==> config.mk <==
export PLATFORM = sky130hd
export DESIGN_NAME = ram_bist_ctrl
export DESIGN_NICKNAME = d
export VERILOG_FILES = /design/src/rtl/ram_bist_ctrl.sv
export SDC_FILE = /design/constraint.sdc
export NUM_CORES = 1
export LEC_CHECK = 0
export CORE_AREA = 4 4 80 67
export CTS_CLUSTER_SIZE = 8
export DETAILED_ROUTE_END_ITERATION = 10
export DIE_AREA = 0 0 84 71
export GPL_TIMING_DRIVEN = 0
export PLACE_DENSITY = 0.66
export SYNTH_ARGS = -nofsm -noshare
export SYNTH_HDL_FRONTEND = slang
export SYNTH_SLANG_ARGS = --single-unit
==> constraint.sdc <==
create_clock -name i_clk -period 2.57 [get_ports i_clk]
set_input_delay 0.514 -clock i_clk [delete_from_list [all_inputs] [get_ports i_clk]]
set_output_delay 0.514 -clock i_clk [all_outputs]
set_load 0.01 [all_outputs]
==> src/rtl/ram_bist_ctrl.sv <==
// March-style RAM self-test: writes the pattern, then its inverse, each XORed with the
// address, reads both back through a one-cycle pipelined compare, and reports a pass/fail verdict.
module ram_bist_ctrl #(
    parameter int ADDR_W = 3,
    parameter int DATA_W = 8
) (
    input  logic              i_clk,
    input  logic              i_rst,
    input  logic              i_start,
    input  logic [DATA_W-1:0] i_pattern,
    output logic              o_mem_write_en,
    output logic [ADDR_W-1:0] o_mem_addr,
    output logic [DATA_W-1:0] o_mem_write_data,
    input  logic [DATA_W-1:0] i_mem_read_data,
    output logic              o_busy,
    output logic              o_done,
    output logic              o_pass,
    output logic [3:0]        o_err_count,
    output logic [ADDR_W-1:0] o_fail_addr
);

    typedef enum logic [2:0] {IDLE, WRITE, READ, DRAIN, DONE} state_t;

    state_t            state, state_nxt;
    logic [DATA_W-1:0] pattern;
    logic              pass_idx;
    logic [ADDR_W-1:0] addr;
    logic              cmp_vld;
    logic [ADDR_W-1:0] cmp_addr;
    logic              last_addr;
    logic              mismatch;

    function automatic logic [DATA_W-1:0] exp_word(input logic [ADDR_W-1:0] a, input logic p);
        logic [DATA_W-1:0] ext;
        ext = '0;
        ext[ADDR_W-1:0] = a;
        return (p ? ~pattern : pattern) ^ ext;
    endfunction

    assign last_addr = (addr == {ADDR_W{1'b1}});
    // Read data for cmp_addr arrives the cycle after its request; pass_idx is still the same pass.
    assign mismatch  = cmp_vld && (i_mem_read_data != exp_word(cmp_addr, pass_idx));

    always_comb begin
        state_nxt = state;
        case (state)
            IDLE:    if (i_start) state_nxt = WRITE;
            WRITE:   if (last_addr) state_nxt = READ;
            READ:    if (last_addr) state_nxt = DRAIN;
            DRAIN:   state_nxt = pass_idx ? DONE : WRITE;
            DONE:    state_nxt = IDLE;
            default: state_nxt = IDLE;
        endcase
    end

    always_ff @(posedge i_clk) begin
        if (i_rst) begin
            state       <= IDLE;
            pattern     <= '0;
            pass_idx    <= 1'b0;
            addr        <= '0;
            cmp_vld     <= 1'b0;
            cmp_addr    <= '0;
            o_err_count <= '0;
            o_fail_addr <= '0;
            o_pass      <= 1'b0;
        end else begin
            state    <= state_nxt;
            cmp_vld  <= (state == READ);
            cmp_addr <= addr;
            case (state)
                IDLE: if (i_start) begin
                    pattern     <= i_pattern;
                    pass_idx    <= 1'b0;
                    addr        <= '0;
                    o_err_count <= '0;
                    o_fail_addr <= '0;
                    o_pass      <= 1'b0;
                end
                WRITE, READ: addr <= addr + 1'b1;
                DRAIN:       pass_idx <= 1'b1;
                DONE:        o_pass <= (o_err_count == 4'd0);
                default:     ;
            endcase
            // A zero count means no earlier mismatch in this test, so this one is the first.
            if (mismatch) begin
                if (o_err_count != 4'd15) o_err_count <= o_err_count + 4'd1;
                if (o_err_count == 4'd0)  o_fail_addr <= cmp_addr;
            end
        end
    end

    assign o_mem_write_en   = (state == WRITE);
    assign o_mem_addr       = (state == WRITE || state == READ) ? addr : '0;
    assign o_mem_write_data = (state == WRITE) ? exp_word(addr, pass_idx) : '0;
    assign o_busy           = (state != IDLE);
    assign o_done           = (state == DONE);

endmodule
==> metrics <==
status=complete, no violations; P_leak=0.794 nW; GR Util met3=0.0338; CP arrival=1.96 ns; clk_skew=0.00605 ns; hpwl dp=2770 um; clk_lat worst skew=0.27 ns; Compound-Gate Fraction of Synth Area=0.104; Post-CTS Hold Fix Bufs=0; CP startpoint kind=flip-flop; GR Util met1=0.169; Overflow after GRT=0; worst vdd rail ir drop=0.223 mV; share of cells above drive strength 1=0.0848; most frequent cell after synthesis=dfxtp_1; finished layout cell area=2070 um^2; initial core utilization=0.340; Final Setup Violations=0; Placed Area=2000 um^2; Syn Nets=205; Final nets=248; I/O Pins=a little over 40; final worst-path cycle share=0.963; busiest grt layer=met2; main area contributors after synthesis=dfxtp_1, xnor2_1, nand2_1; worst r2r path cells=5; fmax=approximately 400 MHz; cell taking the most area after synthesis=dfxtp_1; Required @ worst endpoint=between 2 and 2.5 ns; sequential area share after synthesis=0.352; Clock Path Buffers=2; TritonCTS Buffers=3; DRT Pass-1 Iters=4; RD Place Congestion=0.783; Yosys warnings=0; GRT met2 Usage=0.210; EDFF count, synth=0; WL per Instance=12.6 um; Hold Crit Class=reg -> reg; FP Rows=22; GRT Total Usage=0.126; post-route non-filler standard cell count=around 280; actual slew at the worst max-slew pin=0.729 ns; post-synthesis simple-gate area fraction=0.262; Area Growth Syn to Fin=35.0%; CTS H-Tree Depth=1; Mapped Area=1540 um^2; clk sink count=27; max-cap viol count=0; I/O Buffers=39; min Tclk post-route=2.47 ns; Worst Path Max Fanout=10; Final Max Tran Viols=0; DIE AREA=around 6000 um^2; # diodes=0; Core Area=4510 um^2; Reg clk slew, reported paths=approximately 0.090 ns; worst-path cell chain=clkbuf_1, nand2b_1, a21oi_4, and2_1, clkdlybuf4s50_1; initial antenna violation count=0; Vias/cell=approximately 4.6; Seq cells post-synth=27; CP max-delay cell=clkdlybuf4s50_1; Die X=approximately 84 um; slew margin rel.=0.512; Post-Route WL=3590 um; residual DRC count=0; Inst Count DP=between 200 and 300; Synth Area in XOR/XNOR=0.135; Detail Route Antenna Nets=0; unrepaired setup endpoints after global routing=no; WHS Path Cells=2; prevailing post-synth register cell=dfxtp_1; syn avg cell area=between 8 and 9 um^2; CP max stage delay=0.54 ns; Commonest cells post-synth=dfxtp_1, nand2_1, nor2_1, a21oi_1, xnor2_1; drt first-iter violations=54; Netlist cell types=39; die extent in y=71 um; multiplexer share of the synthesized area=0.0750; first-pass GRT wire length=6070 um; largest net degree at the start of global routing=15; Root Buffer=clkbuf_8; Worst setup EP type=output pin; Syn Inst Count=182; CTS tree=yes; top-area cell type share of the netlist area=0.352; vias in the first global route=1,299; asr flop ratio synth=0; adder-cell area share of the yosys netlist=0.0326; power per cell area=404 nW/um^2; Hold Violations, Final=0; critical path class=reg -> out; largest family of logic cells by synthesized area=simple AND/OR/NAND/NOR gates; Vias=approximately 1,300
path summary, 6_finish.rpt:
| kind | startpoint | endpoint | slack, ns |
|---|---|---|---|
| worst max-delay path | state[0] | o_mem_addr[2] | 0.1 |
| worst min-delay path | o_fail_addr[0] | o_fail_addr[0] | 0.46 |
| worst max register to register | state[1] | o_err_count[2] | 0.62 |
| worst min register to register | o_fail_addr[0] | o_fail_addr[0] | 0.46 |
state kept, by name, indices dropped and copies added, names as in the netlist:
signal       cells
pattern          8
o_err_count      4
addr             3
cmp_addr         3
o_fail_addr      3
state            3
cmp_vld          1
o_pass           1
pass_idx         1
placed cells by master (no fill, tap or decap), types with 2 or more instances in the layout:
cell / count
clkdlybuf4s50_1: 39
nand2_1: 26
dfxtp_1: 24
nor2_1: 17
a21oi_1: 13
xnor2_1: 12
xor2_1: 9
mux2i_1: 9
nand2b_1: 8
clkbuf_1: 6
inv_1: 4
buf_4: 4
nor2b_1: 4
ha_1: 4
and2_1: 3
a211oi_1: 3
nand3_1: 3
nor3_1: 3
clkbuf_8: 3
dfxtp_2: 3
or3_1: 2
inv_2: 2
and4_1: 2
power by group:
group	switching [mW]	leakage, nW	internal [mW]
logic	0.0687	0.550	0.0806
clock network	0.134	0.0228	0.111
registers	0.0131	0.221	0.429
total	0.216	0.794	0.621
area by class of cell:
class	instances	area, um^2
plain buffers	6	26.3
clock buffers	4	45.0
fillers	466	2440
inverters	6	22.5
multi-input cells	139	947
flip-flops and latches	27	544
well taps	60	75.1
repair buffers	42	413
per-stage QoR:
step | util | TNS (ns) | setup slack, ns | hold WS [ns] | total power [mW]
final | 0.459 | 0 | 0.0960 | 0.462 | 0.837
after global routing | 0.459 | 0 | 0.000379 | 0.485 | 0.878
after CTS | 0.452 | -0.0147 | -0.0102 | 0.466 | 0.838
after detailed placement | 0.443 | -0.0518 | -0.0518 | 0.452 | 0.596
after global placement | 0.443 | -0.0466 | -0.0466 | 0.449 | 0.595
after floorplan | - | 0 | 0.799 | 0.461 | 0.534
critical path, delay by kind of cell, from the launching register on:
family | cells | cell delay (ns)
buffers and inverters | 2 | 0.75
AND/OR/NAND/NOR | 2 | 0.42
flip-flops | 1 | 0.33
AO/OA/AOI/OAI | 1 | 0.20
layer usage:
layer | vias to the layer above | wire length [um]
met4 | 0 | 11
met3 | 2 | 135
met5 | - | 0
met2 | 22 | 1610
li1 | 695 | -
met1 | 597 | 1840
cells by family after synthesis:
kind of cell / Yosys count
mux: 11
compound gates: 25
xor+xnor: 22
buf+inv: 16
simple gates: 77
flops: 27
fa+ha+maj: 4
repair_timing:
action | CTS | global route
gates cloned | 0 | 0
resized for setup | 2 | 5
pin swaps | 0 | 1
setup endpoints to repair | 12 | 8
setup buffers | 0 | 3
No activity file was read; power rests on OpenSTA's default activity.
